## src/rtl/instr_mem_fetch_pkg.sv

```systemverilog
// Shared definitions for the instruction fetch path: word width, NOP encoding,
// opcode field placement and the response-register state type.
package instr_mem_fetch_pkg;

  localparam int unsigned INSTR_W_DEF = 32'd19;
  localparam logic [18:0] NOP_ENC     = 19'h0_0000;

  // Opcode occupies the top five bits of the 19-bit instruction word.
  localparam int unsigned OPC_MSB = 32'd18;
  localparam int unsigned OPC_LSB = 32'd14;

  typedef enum logic {
    RESP_EMPTY = 1'b0,
    RESP_FULL  = 1'b1
  } resp_state_e;

  function automatic logic [4:0] opcode_of(input logic [18:0] instr);
    return instr[OPC_MSB:OPC_LSB];
  endfunction

endpackage

```

## src/rtl/instr_mem_array.sv

```systemverilog
// DEPTH x INSTR_W single-write-port RAM with a registered read port.
// Contents are not reset; only the read register is.
module instr_mem_array #(
  parameter int INSTR_W = 19,
  parameter int DEPTH   = 256,
  parameter int AW      = 8
) (
  input  logic               clock,
  input  logic               rst_n,
  input  logic               we,
  input  logic [AW-1:0]      waddr,
  input  logic [INSTR_W-1:0] wdata,
  input  logic               re,
  input  logic [AW-1:0]      raddr,
  output logic [INSTR_W-1:0] rdata
);

  logic [INSTR_W-1:0] mem_r [DEPTH];
  logic [INSTR_W-1:0] rdata_r;

  // Storage write port
  always_ff @(posedge clock) begin
    if (we) begin
      mem_r[waddr] <= wdata;
    end
  end

  // Registered read; holds its value when no read is requested
  always_ff @(posedge clock or negedge rst_n) begin
    if (!rst_n) begin
      rdata_r <= {INSTR_W{1'b0}};
    end else if (re) begin
      rdata_r <= mem_r[raddr];
    end
  end

  assign rdata = rdata_r;

endmodule

```

## src/rtl/instr_mem_fetch.sv

```systemverilog
// Instruction memory with valid/ready fetch, one-entry response register,
// run-time program load, flush and saturating out-of-range fault counter.
module instr_mem_fetch
  import instr_mem_fetch_pkg::*;
#(
  parameter int                 INSTR_W  = INSTR_W_DEF,
  parameter int                 DEPTH    = 256,
  parameter int                 ADDR_W   = 32,
  parameter logic [INSTR_W-1:0] NOP_WORD = INSTR_W'(NOP_ENC),
  parameter int                 CNT_W    = 8
) (
  input  logic               clock,
  input  logic               rst_n,
  input  logic               req_valid,
  output logic               req_ready,
  input  logic [ADDR_W-1:0]  req_addr,
  output logic               resp_valid,
  input  logic               resp_ready,
  output logic [INSTR_W-1:0] resp_instr,
  output logic               resp_fault,
  input  logic               flush,
  input  logic               load_valid,
  input  logic [ADDR_W-1:0]  load_addr,
  input  logic [INSTR_W-1:0] load_data,
  output logic [CNT_W-1:0]   fault_count
);

  localparam int AW = (DEPTH > 1) ? $clog2(DEPTH) : 1;

  resp_state_e        state_r, state_nxt_s;
  logic               resp_fault_r;
  logic [CNT_W-1:0]   fault_count_r;
  logic [INSTR_W-1:0] rdata_s;
  logic               req_ready_s, accept_s, req_in_range_s, ld_in_range_s;
  logic               rd_en_s, wr_en_s, deliver_fault_s;

  // Handshake, array enables and response-register next state
  always_comb begin
    req_ready_s     = 1'b0;
    accept_s        = 1'b0;
    rd_en_s         = 1'b0;
    wr_en_s         = 1'b0;
    deliver_fault_s = 1'b0;
    state_nxt_s     = state_r;
    req_in_range_s  = (req_addr < ADDR_W'(DEPTH));
    ld_in_range_s   = (load_addr < ADDR_W'(DEPTH));

    if (load_valid) begin
      req_ready_s = 1'b0;
    end else begin
      req_ready_s = (state_r == RESP_EMPTY) || resp_ready;
    end
    accept_s = req_valid && req_ready_s;
    rd_en_s  = accept_s && req_in_range_s;
    // Gating with rst_n keeps a load coinciding with reset from landing.
    wr_en_s  = load_valid && ld_in_range_s && rst_n;
    // A response killed by flush is never treated as delivered.
    deliver_fault_s = (state_r == RESP_FULL) && resp_ready && !flush && resp_fault_r;

    case (state_r)
      RESP_EMPTY: begin
        if (accept_s) begin
          state_nxt_s = RESP_FULL;
        end else begin
          state_nxt_s = RESP_EMPTY;
        end
      end
      RESP_FULL: begin
        if (accept_s) begin
          state_nxt_s = RESP_FULL;
        end else if (flush || resp_ready) begin
          state_nxt_s = RESP_EMPTY;
        end else begin
          state_nxt_s = RESP_FULL;
        end
      end
      default: state_nxt_s = RESP_EMPTY;
    endcase
  end

  // Response state and fault flag registers
  always_ff @(posedge clock or negedge rst_n) begin
    if (!rst_n) begin
      state_r      <= RESP_EMPTY;
      resp_fault_r <= 1'b0;
    end else begin
      state_r <= state_nxt_s;
      if (accept_s) begin
        resp_fault_r <= !req_in_range_s;
      end
    end
  end

  // Saturating count of delivered faulting fetches
  always_ff @(posedge clock or negedge rst_n) begin
    if (!rst_n) begin
      fault_count_r <= {CNT_W{1'b0}};
    end else if (deliver_fault_s && (fault_count_r != {CNT_W{1'b1}})) begin
      fault_count_r <= fault_count_r + CNT_W'(1);
    end
  end

  instr_mem_array #(
    .INSTR_W (INSTR_W),
    .DEPTH   (DEPTH),
    .AW      (AW)
  ) u_array (
    .clock (clock),
    .rst_n (rst_n),
    .we    (wr_en_s),
    .waddr (load_addr[AW-1:0]),
    .wdata (load_data),
    .re    (rd_en_s),
    .raddr (req_addr[AW-1:0]),
    .rdata (rdata_s)
  );

  // The array is not read on a fault, so its stale word is masked here.
  assign resp_instr  = resp_fault_r ? NOP_WORD : rdata_s;
  assign resp_fault  = resp_fault_r;
  assign resp_valid  = (state_r == RESP_FULL);
  assign req_ready   = req_ready_s;
  assign fault_count = fault_count_r;

endmodule

```

## config.mk

```make
export PLATFORM = sky130hd
export DESIGN_NAME = instr_mem_fetch
export DESIGN_NICKNAME = d
export VERILOG_FILES = /design/src/rtl/instr_mem_fetch_pkg.sv /design/src/rtl/instr_mem_array.sv /design/src/rtl/instr_mem_fetch.sv
export SDC_FILE = /design/constraint.sdc
export NUM_CORES = 2
export LEC_CHECK = 0
export BUFFER_PORTS_ARGS = -buffer_cell sky130_fd_sc_hd__buf_2
export CAP_MARGIN = 25
export CORE_AREA = 2 2 603 1054
export DETAILED_ROUTE_END_ITERATION = 6
export DIE_AREA = 0 0 605 1056
export PLACE_DENSITY = 0.52
export RECOVER_POWER = 25
export SYNTH_ARGS = -nofsm -noshare
export SYNTH_HDL_FRONTEND = slang
export SYNTH_MEMORY_MAX_BITS = 65536
export SYNTH_SLANG_ARGS = --single-unit
export TNS_END_PERCENT = 5
```

## constraint.sdc

```tcl
create_clock -name clock -period 2.9 [get_ports clock]
set_input_delay 0.58 -clock clock [delete_from_list [all_inputs] [get_ports clock]]
set_output_delay 0.58 -clock clock [all_outputs]
set_load 0.03 [all_outputs]
```

; Word level (Yosys, flattened, before mapping)
; Memories as Yosys holds them, arrays and structs flattened. A register that Yosys moved wholly into a read port is not among the register bits.
; Cells that the tools add are included.
[totals]
register_bits = 10
ramBits = 4864
in_bits = 89
wordCells = 30
mem_count = 1
[memory_table]
columns = name, depth, word_bits, read_ports, rd_ports_with_merged_regs, wr, line_no
row1 = u_array.mem_r, 256, 19, 1, 1, 1, instr_mem_array.sv:18  ; logic [INSTR_W-1:0] mem_r [DEPTH];
[classes]
n_addsub = 1
n_lt_le_gt_ge = 2
n_eq_ne = 1
muxes = 8
bitwise_logic = 1
n_reduce_logical = 13
[op_table]
columns = op, n
row1 = < comparator 32 x 9 -> 1 bit (second input constant), 2
row2 = 2-to-1 mux 19 bit, 1
row3 = adder 8 x 1 -> 8 bit (second input constant), 1
row4 = logical AND 1 bit, 8
row5 = inequality test 8 bit (second input constant), 1
row6 = 2-to-1 mux 1 bit, 6
row7 = zero test 1 bit, 3
row8 = logical OR 1 bit, 2
row9 = one-hot mux 1 bit (2 select lines), 1
row10 = inverter 1 bit, 1

; Longest topological paths before layout
[logic_depth]
word_depth = 6
depth_mapped = 13
mapped_depth_nobuf = 7

; Cells and area by module
; From an unflattened synthesis, not the netlist that was laid out.
[unflattened]
hier_cells = 8982
hier_area_um2 = 188937.5
[modules_own_cells]
columns = mod, n_inst, cells_per_inst, area_each_um2, seq_area_each_um2
row1 = instr_mem_array, 1, 8903, 188248.0, 146535.5
row2 = instr_mem_fetch, 1, 79, 689.4, 250.2

; Worst setup path after synthesis
; Ideal clock, no wire load.
[synth_timing]
kind = input -> register
start = in load_addr[28]
end = mem u_array.mem_r[191][0] (enable)
setup_time_ns = 0.395
arrival_ns = 2.676
path_slack_ns = -0.171
stages = 8
path_buffers = 1
cell_sequence = nor4_1 > nand4_1 > nor3_1 > nand2_1 > nor2_1 > nand3_1 > clkbuf_1 > nor2_1
[synth_via]
elab_chain_len = 5
[synth_rtl]
columns = element, line_no
row1 = start: declaration, instr_mem_fetch.sv:23  ; input logic [ADDR_W-1:0] load_addr,
row2 = < comparator 32 x 9 -> 1 bit, instr_mem_fetch.sv:46  ; ld_in_range_s = (load_addr < ADDR_W'(DEPTH));
row3 = logical AND 1 bit (2 in series), instr_mem_fetch.sv:56  ; wr_en_s = load_valid && ld_in_range_s && rst_n;
row4 = 2-to-1 mux 1 bit, instr_mem_array.sv:23  ; if (we) begin
row5 = 2-to-1 mux 1 bit (implied by the code), instr_mem_array.sv:24  ; mem_r[waddr] <= wdata;
row6 = end: declaration, instr_mem_array.sv:18
; No other way between the ends.

; Worst setup path in the final report
[layout_timing]
start = reg state_r (netlist: resp_valid)
end = reg u_array.rdata_r[15] (netlist: u_array.rdata[15]), read port of u_array.mem_r
[layout_via]
elab_chain_len = 5
[layout_rtl]
columns = element, line_no
row1 = start: declaration, instr_mem_fetch.sv:30  ; resp_state_e state_r, state_nxt_s;
row2 = start signal: assignment, instr_mem_fetch.sv:87  ; state_r <= state_nxt_s;
row3 = inverter 1 bit, instr_mem_fetch.sv:51  ; req_ready_s = (state_r == RESP_EMPTY) || resp_ready;
row4 = logical OR 1 bit, instr_mem_fetch.sv:51
row5 = 2-to-1 mux 1 bit, instr_mem_fetch.sv:48  ; if (load_valid) begin
row6 = logical AND 1 bit, instr_mem_fetch.sv:53  ; accept_s = req_valid && req_ready_s;
row7 = logical AND 1 bit, instr_mem_fetch.sv:54  ; rd_en_s = accept_s && req_in_range_s;
row8 = end: declaration, instr_mem_array.sv:19  ; logic [INSTR_W-1:0] rdata_r;
; No other way between the ends.
; A chain may end at the register's enable or synchronous reset.

==> metrics.md <==
| Metric | Value |
|---|---|
| Post CTS Setup Buffer Count | `0` |
| Gr ovfl total | `0` |
| Clk buf depth | `4` |
| R2R depth | `12` |
| Final critical-path required period | `3530 ps` |
| VDD IR-drop max | `0.544 mV` |
| Vias in the first global route | `101k` |
| DR WL/cell | `32.2 um` |
| Worst reg2reg setup slack | `-630 ps` |
| Min-Delay Endpoint | `resp_valid$_DFF_PN0_` |
| Top FF cell, synth | `edfxtp_1` |
| Path type of the worst setup path | `reg -> reg` |
| # DRC | `1` |
| Number of flops mapped to enable cells by yosys | `4864` |
| Final WL | `617000 um` |
| Initial core utilization | `0.299` |
| Sequential area share after synthesis | `0.779` |
| Core Region | `0.630 mm2` |
| Worst reg2reg endpoint | `u_array.rdata[15]$_DFFE_PN0P_` |
| Worst min path class | `in -> reg` |
| Crit path max-delay cell type | `nand4_1` |
| RSZ-0062 raised after global routing | `yes` |
| Root buffer cell | `clkbuf_16` |
| Largest net degree at the start of global routing | `87` |
| Required time of the critical path | `3800 ps` |
| Hold Vio Cnt, Final | `0` |
| Critical path endpoint category | `register` |
| Clk_lat worst skew | `970 ps` |
| H-tree depth | `5` |
| Clock Skew | `60.8 ps` |
| GRT Total Usage | `0.188` |
| Top-count cell post-synth | `edfxtp_1` |
| Antenna-violating nets left | `0` |
| Max cap viols | `17` |
| Final GP Congestion | `0.893` |
| CP max stage delay | `600 ps` |
| CTS tree | `built` |
| Die W | `605 um` |
| Worst Setup Slack post-DPL | `-1830 ps` |
| Share of cells above drive strength 1 | `0.315` |
| YS warnings | `0` |
| Detailed placement HPWL | `424000 um` |
| Netlist cell types | `72` |
| Violations in the final reports | `design-rule violations, max-capacitance violations, max-slew violations, negative setup slack` |
| Max frequency | `0.284 GHz` |
| Final Hold Slack | `92.0 ps` |
| Hold Path Depth | `4` |
| Total CTS buffers | `418` |
| Initial antenna violation count | `47` |
| Post-Synthesis Cells | `8963` |
| Pre-antenna DRT Iters | `7` |
| Flops & latches, synth | `4893` |
| Mapped Area | `0.188 mm2` |
| Boundary Pins | `119` |
| Final Non-Filler Cells | `19.2k` |
| Worst slew pin tran | `3430 ps` |
| Most frequent CP cell | `buf_4` |
| Hold Crit Start | `resp_ready` |
| Synthesized area per cell | `21.0 um2` |
| First DRT Iteration DRCs | `9333` |
| Num Clock Sinks | `4893` |
| Clock transition at path regs | `70 ps` |
| Worst EP arrival | `4430 ps` |
| Synth top area share | `0.775` |
| Cell Rows | `386` |
| Die height | `1060 um` |
| Slew HR | `-1.29` |
| Synth Net Count | `9053` |
| Top cells by count, synth | `edfxtp_1 (4864), mux4_2 (838), mux2i_1 (803)` |
| Fraction of registers with async set/reset | `0.00593` |
| Final-report setup violation count | `242` |
| DR vias | `97.5k` |
| Leading area contributor after synthesis | `edfxtp_1` |
| CP startpoint kind | `register` |
| I/O Buffers | `118` |
| CP Max Fanout | `3` |
| Tcrit/Tclk final | `1.22` |
| Cell count after placement | `18.4k` |
| Status | `finished with violations` |
| First-pass GRT wire length | `838000 um` |
| Nets | `10.5k` |
| Pwr Density | `636 mW/mm2` |
| Leakage | `73.5 nW` |
| Crit-path cells | `nor2b_1, nor3b_2, nand4_1, buf_12, buf_4, a2111oi_4, buf_4, nand4_1, buf_4, a2111oi_4, buf_4, a221o_1` |
| Area Overhead vs Synth | `21.3%` |
| Number of vias per cell | `5.08` |
| Fin. max-slew vios | `952` |
| Synth top area cells | `edfxtp_1 (78%), mux4_2 (10%), mux2i_1 (4.3%), o22ai_1 (0.99%), nor2_1 (0.74%)` |
| Critical R2R Launch | `resp_valid$_DFF_PN0_` |
| Post-route setup slack | `-627 ps` |
| Die area | `0.639 mm2` |
==> where the power goes <==
group	switching [W]	leakage, nW	total [W]	internal [W]
Combinational	0.00549	22.5	0.00854	0.00305
Sequential	0.0000283	44.1	0.0778	0.0777
Clock	0.0265	6.91	0.0589	0.0325
Total	0.0320	73.5	0.145	0.113
==> state kept, by name (all words and copies together), names as in the netlist <==
| signal | flops |
|---|---|
| fault_count | 8 |
| resp_fault | 1 |
| resp_valid | 1 |
| u_array.mem_r | 4864 |
| u_array.rdata | 19 |
==> how the worst max path moves through the flow <==
stage / from / end / slack (ps) / depth (start not counted)
6_report: resp_valid$_DFF_PN0_ / u_array.rdata[15]$_DFFE_PN0P_ / -630 / 12
4_1_cts: resp_valid$_DFF_PN0_ / u_array.rdata[15]$_DFFE_PN0P_ / -690 / 12
3_3_place_gp: req_addr[17] / u_array.rdata[15]$_DFFE_PN0P_ / -1820 / 13
2_1_floorplan: load_addr[28] / u_array.mem_r[191][0]$_DFFE_PP_ / -170 / 8
5_1_grt: resp_valid$_DFF_PN0_ / u_array.rdata[15]$_DFFE_PN0P_ / -820 / 12
3_5_place_dp: req_addr[17] / u_array.rdata[15]$_DFFE_PN0P_ / -1830 / 13
==> worst max-delay path: cells and delay by family (launching register included) <==
| family | cells | cell delay, ps |
|---|---|---|
| buffers and inverters | 5 | 1180 |
| and+or+nand+nor | 4 | 1050 |
| AOI/OAI and AO/OA | 3 | 830 |
| DFF | 1 | 390 |
==> metrics by stage <==
| step | setup TNS [ps] | utilization | cell area (um2) | power, W |
|---|---|---|---|---|
| 2_1_floorplan | -359250 | - | 188000 | 0.0828 |
| 3_3_place_gp | -1681070 | 0.340 | 215000 | 0.0878 |
| 3_5_place_dp | -1710940 | 0.340 | 215000 | 0.0880 |
| 4_1_cts | -4660 | 0.364 | 229000 | 0.146 |
| 5_1_grt | -55050 | 0.363 | 229000 | 0.149 |
| 6_report | -14870 | 0.363 | 229000 | 0.145 |
==> cell families (layout without fill, tap and decap cells) <==
kind of cell | count (synthesis) | count (layout) | share of synthesized area
XOR/XNOR | 7 | 7 | 0.000325
multiplexers | 1659 | 1659 | 0.144
buffers and inverters | 538 | 2383 | 0.0177
AND/OR/NAND/NOR | 800 | 800 | 0.0186
other | 0 | 43 | 0
AO/OA/AOI/OAI | 1065 | 1065 | 0.0402
adder cells (fa/ha/maj) | 1 | 1 | 0.0000664
flip-flops | 4893 | 4893 | 0.779
==> repair_timing <==
item	CTS	global route
hold buffers	6	0
setup endpoints to repair	32	21
endpoints found under the hold margin	88	0
pin swaps	2	2
cloned	0	0
gates resized for setup	64	12
==> per-layer routing <==
metal	track usage	share of wire	up-vias
met3	0.0189	0.046	1002
met2	0.355	0.54	3293
met1	0.196	0.33	52549
met5	0	0.00022	-
met4	0.123	0.079	22
li1	-	-	40635
==> placed cells by master (no fill, tap or decap), types with 85 or more instances in the layout <==
| master | Yosys | final |
|---|---|---|
| a211oi_1 | 86 | 85 |
| a21oi_1 | 117 | 115 |
| buf_12 | 1 | 473 |
| buf_2 | 116 | 91 |
| buf_4 | 109 | 924 |
| clkbuf_16 | 0 | 426 |
| clkinv_2 | 0 | 95 |
| edfxtp_1 | 4864 | 4864 |
| mux2i_1 | 803 | 801 |
| mux4_2 | 838 | 838 |
| nand2_1 | 201 | 192 |
| nor2_1 | 373 | 124 |
| nor2_2 | 0 | 247 |
| o21ai_0 | 141 | 126 |
| o221ai_1 | 153 | 151 |
| o22ai_1 | 297 | 297 |
==> final cells by class <==
class,count,area (um2)
Multi-Input combinational cell,3532,39400
Timing Repair Buffer,1591,17600
Clock buffer,483,10900
Sequential cell,4893,147000
Clock inverter,303,3300
Fill cell,57662,402000
Tap cell,8342,10400
Inverter,6,30.0
Antenna cell,43,108
Power figures use the tool's default switching activity.
